`src/rtl/hist_pkg.sv`:
```
// Shared definitions for the histogram range tracker and the 14-to-8 bit scaler.
package hist_pkg;

    localparam int PIX_W  = 14;
    localparam int COEF_W = 18;
    localparam logic [PIX_W-1:0] PIX_MAX = 14'h3FFF;

    typedef enum logic {
        ACCUM = 1'b0,
        LATCH = 1'b1
    } hist_state_e;

endpackage

```
`src/rtl/hist_iir_step.sv`:
```
// One coefficient's low-pass update toward a new target, clamped to a floor.
// Only instantiated when HIST_RANGE_IIR_EN is defined.
module hist_iir_step
    import hist_pkg::*;
#(
    parameter int SHIFT   = 3,
    parameter int MIN_VAL = 0
) (
    input  logic [PIX_W-1:0] cur,
    input  logic [PIX_W-1:0] target,
    output logic [PIX_W-1:0] result
);

    localparam logic signed [18:0] MIN_S = 19'(MIN_VAL);

    logic signed [18:0] diff;
    logic signed [18:0] step;
    logic signed [18:0] sum;
    logic [4:0]         sum_unused_hi;

    // The sum always lies between cur and target, so it fits back into 14 bits.
    always_comb begin
        diff   = $signed({5'b0, target}) - $signed({5'b0, cur});
        step   = diff >>> SHIFT;
        sum    = $signed({5'b0, cur}) + step;
        result = (sum < MIN_S) ? MIN_S[PIX_W-1:0] : sum[PIX_W-1:0];
    end

    assign sum_unused_hi = sum[18:14];

endmodule

```
`src/rtl/hist_range_tracker.sv`:
```
// Tracks per-frame pixel min/max and publishes add/div coefficients for the scaler.
// Optional smoothing of the published values is enabled with HIST_RANGE_IIR_EN.
module hist_range_tracker
    import hist_pkg::*;
#(
    parameter int MIN_SPAN    = 64,
    parameter int DEFAULT_DIV = 16383,
    parameter int IIR_SHIFT   = 3
) (
    input  logic              clk,
    input  logic              srst,
    input  logic [PIX_W-1:0]  din,
    input  logic              din_valid,
    output logic              din_rdy,
    input  logic              din_last,
    output logic [COEF_W-1:0] add,
    output logic [COEF_W-1:0] div,
    output logic              range_valid,
    output logic [15:0]       frame_cnt,
    output logic              dbg_state
);

    localparam logic [PIX_W-1:0] MIN_SPAN_W    = PIX_W'(MIN_SPAN);
    localparam logic [PIX_W-1:0] DEFAULT_DIV_W = PIX_W'(DEFAULT_DIV);

    // Handshake: a pixel (and its din_last) is consumed on a rising edge where
    // din_valid and din_rdy are both high; din_rdy does not depend on din_valid.
    hist_state_e      state_q, state_d;
    logic [PIX_W-1:0] min_q, min_d;
    logic [PIX_W-1:0] max_q, max_d;
    logic [PIX_W-1:0] add_q, add_d;
    logic [PIX_W-1:0] div_q, div_d;
    logic             range_valid_q, range_valid_d;
    logic [15:0]      frame_cnt_q, frame_cnt_d;
    logic             din_rdy_q, din_rdy_d;

    logic             accept;
    logic [PIX_W-1:0] span_raw;
    logic [PIX_W-1:0] span;
    logic [PIX_W-1:0] pub_add;
    logic [PIX_W-1:0] pub_div;

    assign accept   = din_valid & din_rdy_q;
    assign span_raw = max_q - min_q;
    assign span     = (span_raw < MIN_SPAN_W) ? MIN_SPAN_W : span_raw;

`ifdef HIST_RANGE_IIR_EN
    logic             primed_q, primed_d;
    logic [PIX_W-1:0] iir_add;
    logic [PIX_W-1:0] iir_div;

    hist_iir_step #(.SHIFT(IIR_SHIFT), .MIN_VAL(0)) u_iir_add (
        .cur    (add_q),
        .target (min_q),
        .result (iir_add)
    );

    hist_iir_step #(.SHIFT(IIR_SHIFT), .MIN_VAL(MIN_SPAN)) u_iir_div (
        .cur    (div_q),
        .target (span),
        .result (iir_div)
    );

    // The first frame after reset has no history to blend with.
    assign pub_add  = primed_q ? iir_add : min_q;
    assign pub_div  = primed_q ? iir_div : span;
    assign primed_d = primed_q | (state_q == LATCH);

    always_ff @(posedge clk) begin
        if (srst) primed_q <= 1'b0;
        else      primed_q <= primed_d;
    end
`else
    assign pub_add = min_q;
    assign pub_div = span;
`endif

    always_comb begin
        state_d       = state_q;
        min_d         = min_q;
        max_d         = max_q;
        add_d         = add_q;
        div_d         = div_q;
        range_valid_d = 1'b0;
        frame_cnt_d   = frame_cnt_q;
        din_rdy_d     = din_rdy_q;
        case (state_q)
            ACCUM: begin
                din_rdy_d = 1'b1;
                if (accept) begin
                    min_d = (din < min_q) ? din : min_q;
                    max_d = (din > max_q) ? din : max_q;
                    if (din_last) begin
                        state_d   = LATCH;
                        din_rdy_d = 1'b0;
                    end
                end
            end
            LATCH: begin
                add_d         = pub_add;
                div_d         = pub_div;
                range_valid_d = 1'b1;
                frame_cnt_d   = frame_cnt_q + 16'd1;
                min_d         = PIX_MAX;
                max_d         = '0;
                state_d       = ACCUM;
                din_rdy_d     = 1'b1;
            end
            default: state_d = ACCUM;
        endcase
    end

    always_ff @(posedge clk) begin
        if (srst) begin
            state_q       <= ACCUM;
            min_q         <= PIX_MAX;
            max_q         <= '0;
            add_q         <= '0;
            div_q         <= DEFAULT_DIV_W;
            range_valid_q <= 1'b0;
            frame_cnt_q   <= '0;
            din_rdy_q     <= 1'b0;
        end else begin
            state_q       <= state_d;
            min_q         <= min_d;
            max_q         <= max_d;
            add_q         <= add_d;
            div_q         <= div_d;
            range_valid_q <= range_valid_d;
            frame_cnt_q   <= frame_cnt_d;
            din_rdy_q     <= din_rdy_d;
        end
    end

    assign din_rdy     = din_rdy_q;
    assign add         = {4'h0, add_q};
    assign div         = {4'h0, div_q};
    assign range_valid = range_valid_q;
    assign frame_cnt   = frame_cnt_q;
    assign dbg_state   = state_q;

endmodule

```
`config.mk`:
```
export PLATFORM = sky130hd
export DESIGN_NAME = hist_range_tracker
export DESIGN_NICKNAME = d
export VERILOG_FILES = /design/src/rtl/hist_pkg.sv /design/src/rtl/hist_iir_step.sv /design/src/rtl/hist_range_tracker.sv
export SDC_FILE = /design/constraint.sdc
export NUM_CORES = 1
export LEC_CHECK = 0
export CAP_MARGIN = 10
export CORE_MARGIN = 1.5
export CORE_UTILIZATION = 45
export CTS_CLUSTER_SIZE = 8
export DETAILED_ROUTE_END_ITERATION = 7
export PLACE_DENSITY = 0.81
export SLEW_MARGIN = 20
export SYNTH_ARGS = -nofsm -noshare
export SYNTH_HDL_FRONTEND = slang
export SYNTH_SLANG_ARGS = --single-unit
```
`constraint.sdc`:
```
create_clock -name clk -period 2.1 [get_ports clk]
set_input_delay 0.21 -clock clk [delete_from_list [all_inputs] [get_ports clk]]
set_output_delay 0.21 -clock clk [all_outputs]
set_load 0.02 [all_outputs]
```
# Word-level counts from Yosys, hierarchy flattened

Cells that the tools add are included.
W data, S select, Z words.

Bits in registers: 75
Bits in latches: 0
Memory bits (writable): 0
ROM bits: 0
Output and inout bits: 55
Word-level logic and storage cells: 34
Memories kept: 0

$add $sub $neg: 2
Multiply operators: 0
Div/mod/pow operators: 0
$lt $le $gt $ge: 3
Equal/unequal tests: 3
Shift operators: 0
Multiplexer cells: 14
Bitwise logic cells: 2
Reductions and logical operators: 2

Operators by type and width:

| kind                    | count |
|---|---|
| $mux W14                | 5 |
| $pmux W14 S2            | 2 |
| $add A16 B1 Y16 const B | 1 |
| $gt A14 B14 Y1          | 1 |
| $lt A14 B14 Y1          | 1 |
| $lt A14 B7 Y1 const B   | 1 |
| $sub A14 B14 Y14        | 1 |
| $ne A2 B2 Y1 const B    | 3 |
| $mux W1                 | 5 |
| $pmux W1 S2             | 2 |
| $reduce_and A2 Y1       | 2 |
| $and A1 B1 Y1           | 1 |
| $not A1 Y1              | 1 |

# Depth between registers and ports, before layout

Gate-level depths: netlist (run 1).

Depth in word-level cells: 4
Depth in mapped cells: 10
Mapped depth without buffers: 10

# Worst setup path before layout (run 1)

No wires, ideal clock.

Kind: reg-to-reg
From: register min_q[3]
To: register div_q[0]
Arrival time: 2.203 ns
Required time: 1.967 ns
Setup slack: -0.237 ns
Stages on the path, launching flop included: 10
Buffers on the path: 0
Clock period less this slack: 2.337 ns
Cells stage by stage: dfxtp_1 -> inv_1 -> ha_1 -> a21o_1 -> a21oi_4 -> a31oi_4 -> o21ai_1 -> or3b_4 -> nor4_4 -> a21oi_1

Longest elaborated chain between the ends: 3

RTL lines:

| element                | line                      | text |
|---|---|---|
| start, declared        | hist_range_tracker.sv:29  | `logic [PIX_W-1:0] min_q, min_d;` |
| start signal, assigned | hist_range_tracker.sv:125 | `min_q <= min_d;` |
| $sub A14 B14 Y14       | hist_range_tracker.sv:44  | `assign span_raw = max_q - min_q;` |
| $lt A14 B7 Y1          | hist_range_tracker.sv:45  | `assign span = (span_raw < MIN_SPAN_W) ? MIN_SPAN_W : span_raw;` |
| $mux W14               | hist_range_tracker.sv:45  |  |
| end signal, assigned   | hist_range_tracker.sv:128 | `div_q <= div_d;` |
| end, declared          | hist_range_tracker.sv:32  | `logic [PIX_W-1:0] div_q, div_d;` |

Every way passes these cells.
A chain may end at the register's enable or synchronous reset.

# Worst setup path after layout (run 1)

From: register max_q[0]
To: register div_q[0]

Longest elaborated chain between the ends: 3

RTL lines:

| element                | line                      | text |
|---|---|---|
| start, declared        | hist_range_tracker.sv:30  | `logic [PIX_W-1:0] max_q, max_d;` |
| start signal, assigned | hist_range_tracker.sv:126 | `max_q <= max_d;` |
| $sub A14 B14 Y14 *     | hist_range_tracker.sv:44  |  |
| $lt A14 B7 Y1          | hist_range_tracker.sv:45  |  |
| $mux W14 *             | hist_range_tracker.sv:45  |  |

Every way passes the cells marked *; elsewhere a longest branch is shown, timed or not.

==> out/qor.txt, run 1 <==
Starting Density - 0.463
Unrepaired setup endpoints after global routing - true
Pin count of the biggest net entering global routing - 28
Post-synth cell types - 56
Synth-to-layout area growth - 54.6%
R2r startpoint - max_q[0]$_SDFFE_PP0P_
Worst-path clk slew - 0.08 ns
CP endpoint - div_q[0]$_SDFFE_PP1P_
Syn avg cell area - 8.53 sq um
WP depth - 11
Max stage delay on crit path - 0.34 ns
Via density - 5.54
Pins Over Slew Limit - 0
Share of cells above drive strength 1 - 0.357
Bufs and invs on worst path - 2
DRC - 0
Worst Skew - 0.0147 ns
DR iter-0 viols - 320
Initial antenna violation count - 0
Main synth FF type - dfxtp_1
Setup ws final - -0.349 ns
Die Y - 101 microns
Max-cap violations - 0
First-pass GRT wire length - 21300 microns
Clk buf depth - 2
Post-route ant nets - 0
Die ar. - 10100 sq um
Final period util - 1.17
R2r endpoint - div_q[0]$_SDFFE_PP1P_
N_diodes - 0
Clock tree from TritonCTS - built
Nets@finish - 733
Number of global-route vias before repair - 4487
Hpwl dp - 9110 microns
Die W - 101 microns
CP Data Required Time - 2.33 ns
Total CTS buffers - 9
Critical Path Start - max_q[0]$_SDFFE_PP0P_
Final setup fails - 11
Total number of vias - 4472
Highest clock rate - 408 MHz
Pwr per Cell Area - 635 nW/um^2
Gr usage total - 0.268
Cts hold-fix bufs - 0
Slowest CP cell - dfxtp_2
Number of synthesized flops with an enable pin - 0
Reg2reg path depth - 11
Synth Warn # - 0
WL/cell - 17.4 microns
Ports - 73
Worst path cell trace - inv_2, ha_4, fa_2, nor2b_2, o31a_1, nor4_2, a311oi_2, o2111ai_2, nor4_4, buf_4, a21oi_1
Post-layout util - 0.716
Final Hold Vio Count - 0
Crit end category - flip-flop
RePlAce Congestion - 0.913
Row cnt - 35
Congestion Overflow GR - 0
Setup CP Type - reg -> reg
CP top delay family - compound AO/OA/AOI/OAI gates
HP Class - in -> reg
Core ar. - 9240 sq um
Post-synth ARST share - 0
R2r setup slk - -0.35 ns
Cell count after synthesis - 502
Hold WS - 0.470 ns
Failing checks - negative setup slack
Hold_sp - din_last
Mapped cell area - 4280 sq um
Total power - 4.20 mW
Sequential area share after synthesis - 0.351
Lkg Pwr - 2.87 nW
Clock root cell - clkbuf_8
Clk sinks - 75
# H-tree levels - 3
Worst skew pair latency - 0.36 ns
Maximum VDD drop - 0.299 mV
Crit path DAT - 2.68 ns
Yosys reg bits - 75
Status - finished with violations
Critical path launch point type - flip-flop
Final wirelength - 14000 microns
Pre-antenna DRT Iters - 5
Min Clock Period, post-route - 2.45 ns
Buffers on Ports - 64
Worst-path fanout max - 6
-- cell type report --
type                            count  area (sq um)
Multi-Input combinational cell    370          3010
Fill cell                         612          2620
Timing Repair Buffer              183          1560
Sequential cell                    75          1530
Tap cell                          129           161
Inverter                           34           133
Clock buffer                       10           128
Clock inverter                      6          93.8
-- through the flow --
stage | instances | instance area [sq um] | worst slack (ns) | TNS [ns]
5_1_grt | 807 | 6620 | -0.446 | -4.30
3_3_place_gp | 783 | 5890 | -0.276 | -8.45
3_5_place_dp | 783 | 5890 | -0.402 | -12.33
6_report | 807 | 6620 | -0.349 | -2.44
4_1_cts | 806 | 6350 | -0.253 | -1.71
2_1_floorplan | 509 | 4400 | -0.126 | -0.759
-- layer usage --
| metal | share of wire | track usage | routed length (microns) | up-vias |
|---|---|---|---|---|
| met5 | 0 | 0 | 0 | - |
| met4 | 0.035 | 0.120 | 495 | 0 |
| met3 | 0.049 | 0.0610 | 680 | 44 |
| met2 | 0.51 | 0.478 | 7130 | 167 |
| met1 | 0.41 | 0.303 | 5710 | 2162 |
| li1 | - | - | - | 2099 |
-- worst register-to-register path, cell delays in order (launching register included) --
cell       delay [ns]
dfxtp_2          0.34
inv_2            0.05
ha_4             0.15
fa_2             0.34
nor2b_2          0.15
o31a_1           0.34
nor4_2           0.09
a311oi_2         0.28
o2111ai_2        0.21
nor4_4           0.17
buf_4            0.18
a21oi_1          0.04
-- worst min path at each step --
stage | endpoint | cells past startpoint
floorplan | max_q[0]$_SDFFE_PP0P_ | 2
global placement | div_q[12]$_SDFFE_PP1P_ | 1
detailed placement | div_q[12]$_SDFFE_PP1P_ | 1
CTS | dbg_state$_SDFF_PP0_ | 3
global route | dbg_state$_SDFF_PP0_ | 3
finish | dbg_state$_SDFF_PP0_ | 3
-- cell usage in the layout (no fill, tap or decap), types with 9 or more instances in the layout --
| cell | count |
|---|---|
| a21o_1 | 14 |
| a21oi_1 | 17 |
| a21oi_2 | 9 |
| buf_4 | 114 |
| clkbuf_8 | 9 |
| clkdlybuf4s50_1 | 63 |
| dfxtp_1 | 58 |
| dfxtp_2 | 14 |
| ha_1 | 25 |
| ha_4 | 14 |
| inv_1 | 23 |
| mux2i_1 | 27 |
| nand2_1 | 29 |
| nand3_2 | 14 |
| nand4_1 | 21 |
| nor2_1 | 59 |
| o21ai_0 | 24 |
| xor2_1 | 11 |
-- sequential cells by signal (all words and copies together) (netlist names) --
signal / flops
add_q: 14
max_q: 14
din_rdy: 1
frame_cnt: 16
dbg_state: 1
min_q: 14
div_q: 14
range_valid: 1
-- where the power goes --
group	leakage (nW)	switching (mW)	total, mW	internal (mW)
Sequential	0.612	0.0542	1.55	1.50
Clock	0.108	0.604	1.29	0.683
Combinational	2.15	0.692	1.36	0.668
Total	2.87	1.35	4.20	2.85
-- kinds of logic (layout without fill, tap and decap cells) --
family | after synthesis | after routing | synth area share
buf+inv | 64 | 233 | 0.0640
xor+xnor | 18 | 18 | 0.0368
fa+ha+maj | 42 | 42 | 0.125
simple gates | 165 | 165 | 0.188
compound gates | 108 | 108 | 0.167
mux | 29 | 29 | 0.0678
other cells | 1 | 8 | 0.000876
flops | 75 | 75 | 0.351
-- what timing repair did --
action	in CTS	in global routing
cloned	1	0
pin swaps	18	22
gates resized for setup	49	62
endpoints found under the setup margin	41	42
setup buffers	6	5
-- cells in the mapped netlist, types with 3 or more instances --
master,count,area share
a211oi_1,4,0.0070
a21o_1,14,0.025
a21oi_1,26,0.030
and3_1,5,0.0073
buf_2,3,0.0035
buf_4,8,0.014
clkbuf_1,17,0.015
dfxtp_1,75,0.35
ha_1,41,0.12
inv_1,33,0.029
mux2i_1,29,0.068
nand2_1,30,0.026
nand2b_1,5,0.0073
nand3_1,21,0.025
nand4_1,21,0.031
nor2_1,61,0.053
nor2b_1,5,0.0073
nor3_1,4,0.0047
o211ai_1,3,0.0053
o21a_1,6,0.011
o21ai_0,28,0.033
o21ai_1,4,0.0047
xnor2_1,6,0.012
xor2_1,12,0.025
Power figures use the tool's default switching activity.
==> inputs of run 2 (changes only) <==
- PLACE_DENSITY: 0.81 -> 0.75
- REMOVE_ABC_BUFFERS: default -> 1
- SYNTH_HIERARCHICAL: default -> 1
==> out/qor.txt, run 2 <==
Status - finished with violations
Failing checks - negative setup slack
Worst Skew - 0.00838 ns (-0.00633 ns)
Row cnt - 35 (unchanged)
Buffers on Ports - 64 (unchanged)
Max stage delay on crit path - 0.33 ns (about the same)
Post-route ant nets - 0 (unchanged)
Worst path cell trace - inv_1, ha_2, a211o_1, a21oi_2, buf_4, buf_4, a21oi_1, o22ai_1, a22oi_2, buf_4, nor4_4, buf_4, a21oi_1
Cts hold-fix bufs - 0 (unchanged)
Ports - 73 (unchanged)
Total power - 3.93 mW (-6.5%)
CP Data Required Time - 2.34 ns (about the same)
Syn avg cell area - 8.53 sq um (unchanged)
Share of cells above drive strength 1 - 0.320 (-0.0373)
Post-layout util - 0.713 (-0.00325)
DR iter-0 viols - 189 (-41%)
WL/cell - 16.6 microns (-4.4%)
Critical path launch point type - flip-flop
DRC - 0 (unchanged)
Yosys reg bits - 75 (unchanged)
Synth-to-layout area growth - 53.9%
Cell total after placement - 778 (-0.64%)
Final Hold Vio Count - 0 (unchanged)
Congestion Overflow GR - 0 (unchanged)
Commonest cells in the netlist - 75 x dfxtp_1, 61 x nor2_1, 41 x ha_1
# H-tree levels - 3 (unchanged)
Clk sinks - 75 (unchanged)
Hold WS - 0.392 ns (-0.0778 ns)
Nets@finish - 737 (+0.55%)
Count leader, synth - dfxtp_1
Crit path DAT - 2.68 ns (about the same)
Mapped cell area - 4280 sq um (unchanged)
Initial antenna violation count - 0 (unchanged)
Main synth FF type - dfxtp_1
Worst skew pair latency - 0.36 ns (about the same)
Via density - 5.44 (-1.8%)
Highest clock rate - 409 MHz (+0.18%)
Slowest CP cell - dfxtp_2
Crit end category - flip-flop
Synth Warn # - 6 (+6)
Worst-path fanout max - 6 (unchanged)
Die W - 101 microns (unchanged)
Min Clock Period, post-route - 2.44 ns (-0.00436 ns)
HP Class - in -> reg
Final period util - 1.16 (-0.00208)
Dpl cell area - 5770 sq um (-2.1%)
Sequential area share after synthesis - 0.351 (unchanged)
Final wirelength - 13500 microns (-3.9%)
FILL cells - 659 (+7.7%)
Post-synth cell types - 56 (unchanged)
Pre-antenna DRT Iters - 5 (unchanged)
Cell count after synthesis - 502 (unchanged)
Leading post-synthesis cells by cell area - dfxtp_1 35%, ha_1 12%, mux2i_1 6.8%, nor2_1 5.3%, o21ai_0 3.3%
Dominant cell type by area after synthesis - dfxtp_1
Slew @ Worst Pin - 0.510 ns
R2r setup slk - -0.34 ns (about the same)
Starting Density - 0.463 (unchanged)
Worst-path clk slew - 0.09 ns (about the same)
TNS Setup - -3.00 ns (-0.560 ns)
Final cell count without fillers - 811 (+0.50%)
Slew margin rel. - 0.659
Hpwl dp - 9130 microns (+0.23%)
Clock tree from TritonCTS - built
Clock root cell - clkbuf_8
Dpl ws - -0.491 ns (-0.0887 ns)
Final setup fails - 24 (+13)
Number of global-route vias before repair - 4426 (-1.4%)
Post-synth ARST share - 0 (unchanged)
Pin count of the biggest net entering global routing - 25 (-11%)
Maximum VDD drop - 0.356 mV (+19%)
Total number of vias - 4414 (-1.3%)
Max-cap violations - 0 (unchanged)
Share of the synthesized area in the top cell type - 0.351 (unchanged)
Most common cell after layout, fill and taps aside - buf_4
Cell mode on critical path - buf_4
Core ar. - 9240 sq um (unchanged)
Number of synthesized flops with an enable pin - 0 (unchanged)
Max reg flops - 16 (unchanged)
Die Y - 101 microns (unchanged)
Pins Over Slew Limit - 0 (unchanged)
Most frequent cells in the layout - 112 x buf_4, 63 x clkdlybuf4s50_1, 62 x dfxtp_1
Lkg Pwr - 2.89 nW (+0.56%)
N_diodes - 0 (unchanged)
RePlAce Congestion - 0.900 (-1.4%)
Setup ws final - -0.344 ns (+0.00436 ns)
Unrepaired setup endpoints after global routing - true
Setup CP Type - reg -> reg
First-pass GRT wire length - 21000 microns (-1.2%)
Gr usage total - 0.266 (-0.00113)
Design area - 6590 sq um (-0.45%)
Total CTS buffers - 9 (unchanged)
Pwr per Cell Area - 596 nW/um^2 (-6.1%)
Clk buf depth - 2 (unchanged)
Die ar. - 10100 sq um (unchanged)
==> run 2: changes by cell type in the layout (fill, tap and decap cells not counted), moves of 4 or more <==
cell | before | now
inv_1 | 23 | 27
dfxtp_1 | 58 | 62
buf_6 | 4 | 8
inv_2 | 8 | 4
a21oi_1 | 17 | 22
nand3_2 | 14 | 8
nand3_1 | 7 | 13
o21ai_2 | 6 | 1
o21ai_1 | 2 | 7
a21oi_2 | 9 | 5
==> run 2: worst paths after layout <==
check	cells after the start	endpoint	startpoint
worst min-delay path	4	max_q[11]$_SDFFE_PP0P_	din[11]
worst max register to register	13	div_q[1]$_SDFFE_PP1P_	min_q[9]$_SDFFE_PP1P_
worst min register to register	1	div_q[12]$_SDFFE_PP1P_	div_q[12]$_SDFFE_PP1P_
worst max-delay path	13	div_q[1]$_SDFFE_PP1P_	min_q[9]$_SDFFE_PP1P_
==> run 2: kinds of logic (layout without fill, tap and decap cells) <==
group           count (synthesis)  after routing  share of synthesized area
compound gates                108            108                      0.167
xor+xnor                       18             18                     0.0368
fa+ha+maj                      42             42                      0.125
buf+inv                        64            237                     0.0640
flops                          75             75                      0.351
mux                            29             29                     0.0678
other cells                     1              8                   0.000876
simple gates                  165            165                      0.188
==> run 2: timing repair <==
item                                    4_1_cts  5_1_grt
pin swaps                                    25       23
buffers inserted                             11        6
endpoints found under the hold margin         0        0
endpoints found under the setup margin       36       44
cloned                                        2        0
gates resized for setup                      58       46
==> run 2: power by group <==
part,internal [mW],total (mW),leakage [nW],switching [mW]
Combinational,0.673,1.34,2.20,0.662
Sequential,1.50,1.55,0.612,0.0483
Clock,0.439,1.04,0.0795,0.606
==> run 2: worst max-delay path: cells and delay by family, from the launching register on <==
kind                     cells  cell delay (ns)
flip-flops                   1             0.33
AND/OR/NAND/NOR              1             0.27
adder cells (fa/ha/maj)      1             0.19
buffers and inverters        5             0.67
AO/OA/AOI/OAI                6             0.85
==> run 2: layer usage <==
| metal | share of wire | track usage | vias to the layer above | wire length (microns) |
|---|---|---|---|---|
| met5 | 0 | 0 | - | 0 |
| met4 | 0.029 | 0.122 | 0 | 391 |
| met3 | 0.053 | 0.0520 | 37 | 710 |
| met2 | 0.50 | 0.467 | 154 | 6790 |
| met1 | 0.41 | 0.314 | 2111 | 5570 |
| li1 | - | - | 2112 | - |
==> run 2: final cells by class <==
cell class	count	area (sq um)	share of cell area
multi-input cells	370	2950	0.449
repair buffers	187	1640	0.249
flip-flops and latches	75	1520	0.231
well taps	129	161	0.0245
inverters	34	133	0.0201
clock buffers	10	128	0.0194
clock inverters	6	48.8	0.00741
==> edit 1 (flow settings as in run 2) <==
Set the parameter `DEFAULT_DIV` to 8191 (it was 16383).
--- a/src/rtl/hist_range_tracker.sv
+++ b/src/rtl/hist_range_tracker.sv
@@ -4,7 +4,7 @@
     import hist_pkg::*;
 #(
     parameter int MIN_SPAN    = 64,
-    parameter int DEFAULT_DIV = 16383,
+    parameter int DEFAULT_DIV = 8191,
     parameter int IIR_SHIFT   = 3
 ) (
     input  logic              clk,
Function: changed (Yosys sat finds a counterexample within 4 cycles, from zero or initial values and one cycle with srst high).
==> edit 1 against run 2 <==
The flow finishes with violations (design-rule violations, negative setup slack); worst setup slack improved by 0.078 ns; cell area increased by 0.99%; total power increased by 8.0%; sequential cell count unchanged; sequential share of layout area decreased by 0.15 points; clock power increased by 21%; final cell count decreased by 0.12%; area after synthesis increased by 0.61%; wire length increased by 9.3%.
==> edit 1: results <==
detailed_routing:
  viasPerCell: 5.712
  drtIter0Drc: 331
  drc: 1
  routed_wl_um: 14710
placed_design:
  pre_cts_slack_ns: -0.4351
timing:
  clock_skew_ns: 0.008847
  finalSetupViolCount: 33
  worst_slack_ns: -0.2663
  max_slew_margin_pct: 63.24
  tns_ns: -2.776
critical_path:
  path_delay_family: "simple AND/OR/NAND/NOR gates"
  startpoint: "min_q[5]"
  cp_slowest_stage_delay_ns: 0.35
  crit_arrival_ns: 2.61
logic_synthesis:
  ys_types: 59
  synth_commonest_cells: "dfxtp_1 (75), nor2_1 (61), ha_1 (41)"
  synthCells: 505
outcome:
  failed_checks: "design-rule violations, negative setup slack"
  outcome: "complete, but fails checks"
pwr:
  peakVddDrop_v: 0.0003587
  p_sw_share_pct: 32.05
  power_density_nw_per_um2: 637.9
cells_and_area:
  n_fill_cell: 610
  nNonClkBuffers: 184
  regArea_um2: 1525
  multi_input_area_share_pct: 45.33
  num-multi-input-gates: 373
==> edit 1: cell count changes in the layout (fill, tap and decap cells not counted), sizes merged, moves of 2 or more <==
cell      change
clkinvlp      -2
o21ai         +4
o21a          -2
buf           -3
bufinv        +2
nand2b        -2
==> edit 1: timing repair <==
action	CTS	global route
pin swaps	13	42
setup endpoints to repair	32	41
cloned	3	1
setup buffers	7	6
gates resized for setup	54	97
hold buffers	0	0
==> edit 1: worst paths after layout <==
| check | to | slack, ns | cells after the start |
|---|---|---|---|
| worst max-delay path | div_q[1] | -0.27 | 11 |
| worst min-delay path | min_q[11] | 0.36 | 4 |
| worst max register to register | div_q[1] | -0.27 | 11 |
| worst min register to register | div_q[13] | 0.48 | 2 |
==> edit 1: cells by family (layout without fill, tap and decap cells) <==
logic type	Yosys count	after routing	share of synthesized area, %
AND/OR/NAND/NOR	163	163	18.45
AO/OA/AOI/OAI	112	112	16.88
flip-flops	75	75	34.86
buffers and inverters	64	233	6.537
adder cells (fa/ha/maj)	42	42	12.38
multiplexers	30	30	6.973
XOR/XNOR	18	18	3.835
other	1	8	0.08708
==> edit 1: metrics by stage <==
stage,hold WS (ns),area (µm²),util (%)
3_3_place_gp,0.4512,5754,62.27
5_1_grt,0.3515,6651,71.98
3_5_place_dp,0.4616,5754,62.27
6_report,0.3559,6651,71.98
4_1_cts,0.4605,6232,67.45
2_1_floorplan,0.2791,4179,-
==> edit 1: routing by layer <==
metal  track usage [%]  part of all wire (%)  wire length [µm]  vias up
li1                  -                     -                 -     2114
met1             28.90                    39              5744     2239
met2             46.88                    51              7543      212
met4             11.16                   3.7               538        0
met3             5.895                   6.0               888       62
met5                 0                     0                 0        -
==> edit 1: worst min-delay path: stages <==
cell	delay [ns]
dlymetal6s2s_1	0.17
buf_4	0.18
o21ai_2	0.06
nand4_1	0.08
==> edit 2 (settings of run 2) <==
Made on the original files. Register the output `frame_cnt` once more, without a reset; this adds one clock of latency there. The other outputs are not delayed to match.
--- a/src/rtl/hist_range_tracker.sv
+++ b/src/rtl/hist_range_tracker.sv
@@ -136,7 +136,9 @@
     assign add         = {4'h0, add_q};
     assign div         = {4'h0, div_q};
     assign range_valid = range_valid_q;
-    assign frame_cnt   = frame_cnt_q;
+    always_ff @(posedge clk) begin
+        frame_cnt <= frame_cnt_q;
+    end
     assign dbg_state   = state_q;
 
 endmodule
Check against the original RTL: not equivalent (a bounded check fails within 4 cycles, from zero or initial values and one cycle with srst high).
==> edit 2 against run 2 <==
Total power is 1.9% higher; die area up 5.6%; sequential power rose by 17%; wire length decreased by 2.8%; clock power increased by 18%; sequential share of layout area is 4.6 points higher; sequential cell count rose by 16; cell area is 0.87% higher; clock skew grew 0.0015 ns; synthesized cell count is 1.0% higher; the run still ends with negative setup slack left; area after synthesis rose by 5.7%; worst setup slack lost 0.37 ns.
==> edit 2: results <==
outcome:
  outcome: "complete, but fails checks"
  failed_checks: "negative setup slack"
critical_path:
  crit_arrival_ns: 3.08
  cp_slowest_stage_delay_ns: 0.48
  cp_slowest_cell: "or4_4"
  reg2reg_from: "max_q[0]"
detailed_routing:
  drtIter0Drc: 249
  routed_wl_um: 13090
  viasPerCell: 5.562
pwr:
  power_switching_w: 0.001186
  power_frac_comb_pct: 23.7
  internal_power_w: 0.002816
  p_leak_nw: 2.753
placed_design:
  pre_cts_slack_ns: -0.9046
  routabilityCongestion: 0.8754
  place_area_um2: 5899
  dp_hpwl_um: 8067
timing:
  max_slew_margin_pct: 56.24
  worst_slack_ns: -0.7180
  finalSetupViolCount: 34
  clock_skew_ns: 0.009847
cells_and_area:
  n_fill_cell: 724
  num-multi-input-gates: 359
  multi_input_area_share_pct: 42.79
  drive_gt1_share_pct: 30.77
  nets: 718
  nNonClkInverters: 32
worst_hold_path:
  min_to: "max_q[6]"
logic_synthesis:
  ys_types: 45
  synth_fa_ha_area_share_pct: 11.78
  ys_seq_area_share_pct: 40.25
  synth_xor_xnor_area_share_pct: 4.645
  synth_commonest_cells: "dfxtp_1 (91), nor2_1 (48), ha_1 (41)"
  synth_top_cells_by_area: "dfxtp_1 (40%), ha_1 (11%), nor2_1 (4.0%)"
  synth_compound_area_share_pct: 15.98
cts:
  post_cts_buffers: 5
  cts_sinks: 91
global_routing:
  grt_pass1_vias: 4236
  grt_use_total_pct: 23.39
  grt_max_degree: 41
-- edit 2: changes by cell type after synthesis, sizes merged, moves of 13 or more --
cell,delta
nor2,-13
mux2i,-13
nand4,-15
o211ai,+16
dfxtp,+16
o21ai,-21
o31ai,+14
-- edit 2: cell families after synthesis --
family / Yosys count
and+or+nand+nor: 166
AOI/OAI and AO/OA: 103
DFF: 91
buffers and inverters: 64
adders and majority gates: 42
xor gates and xnor gates: 24
muxes: 16
other: 1
-- edit 2: layer usage --
layer / vias to the layer above / wire [µm] / share of wire (%) / GRT usage (%)
met2: 208 / 6540 / 50 / 41.14
met5: - / 0 / 0 / 0
li1: 2084 / - / - / -
met4: 0 / 442 / 3.4 / 10.81
met3: 53 / 858 / 6.6 / 4.503
met1: 2082 / 5250 / 40 / 27.56
-- edit 2: per-stage QoR --
stage               cells  util [%]
floorplan             482         -
global placement      768     60.36
detailed placement    768     60.36
CTS                   791     65.48
global route          796     67.97
finish                796     67.97
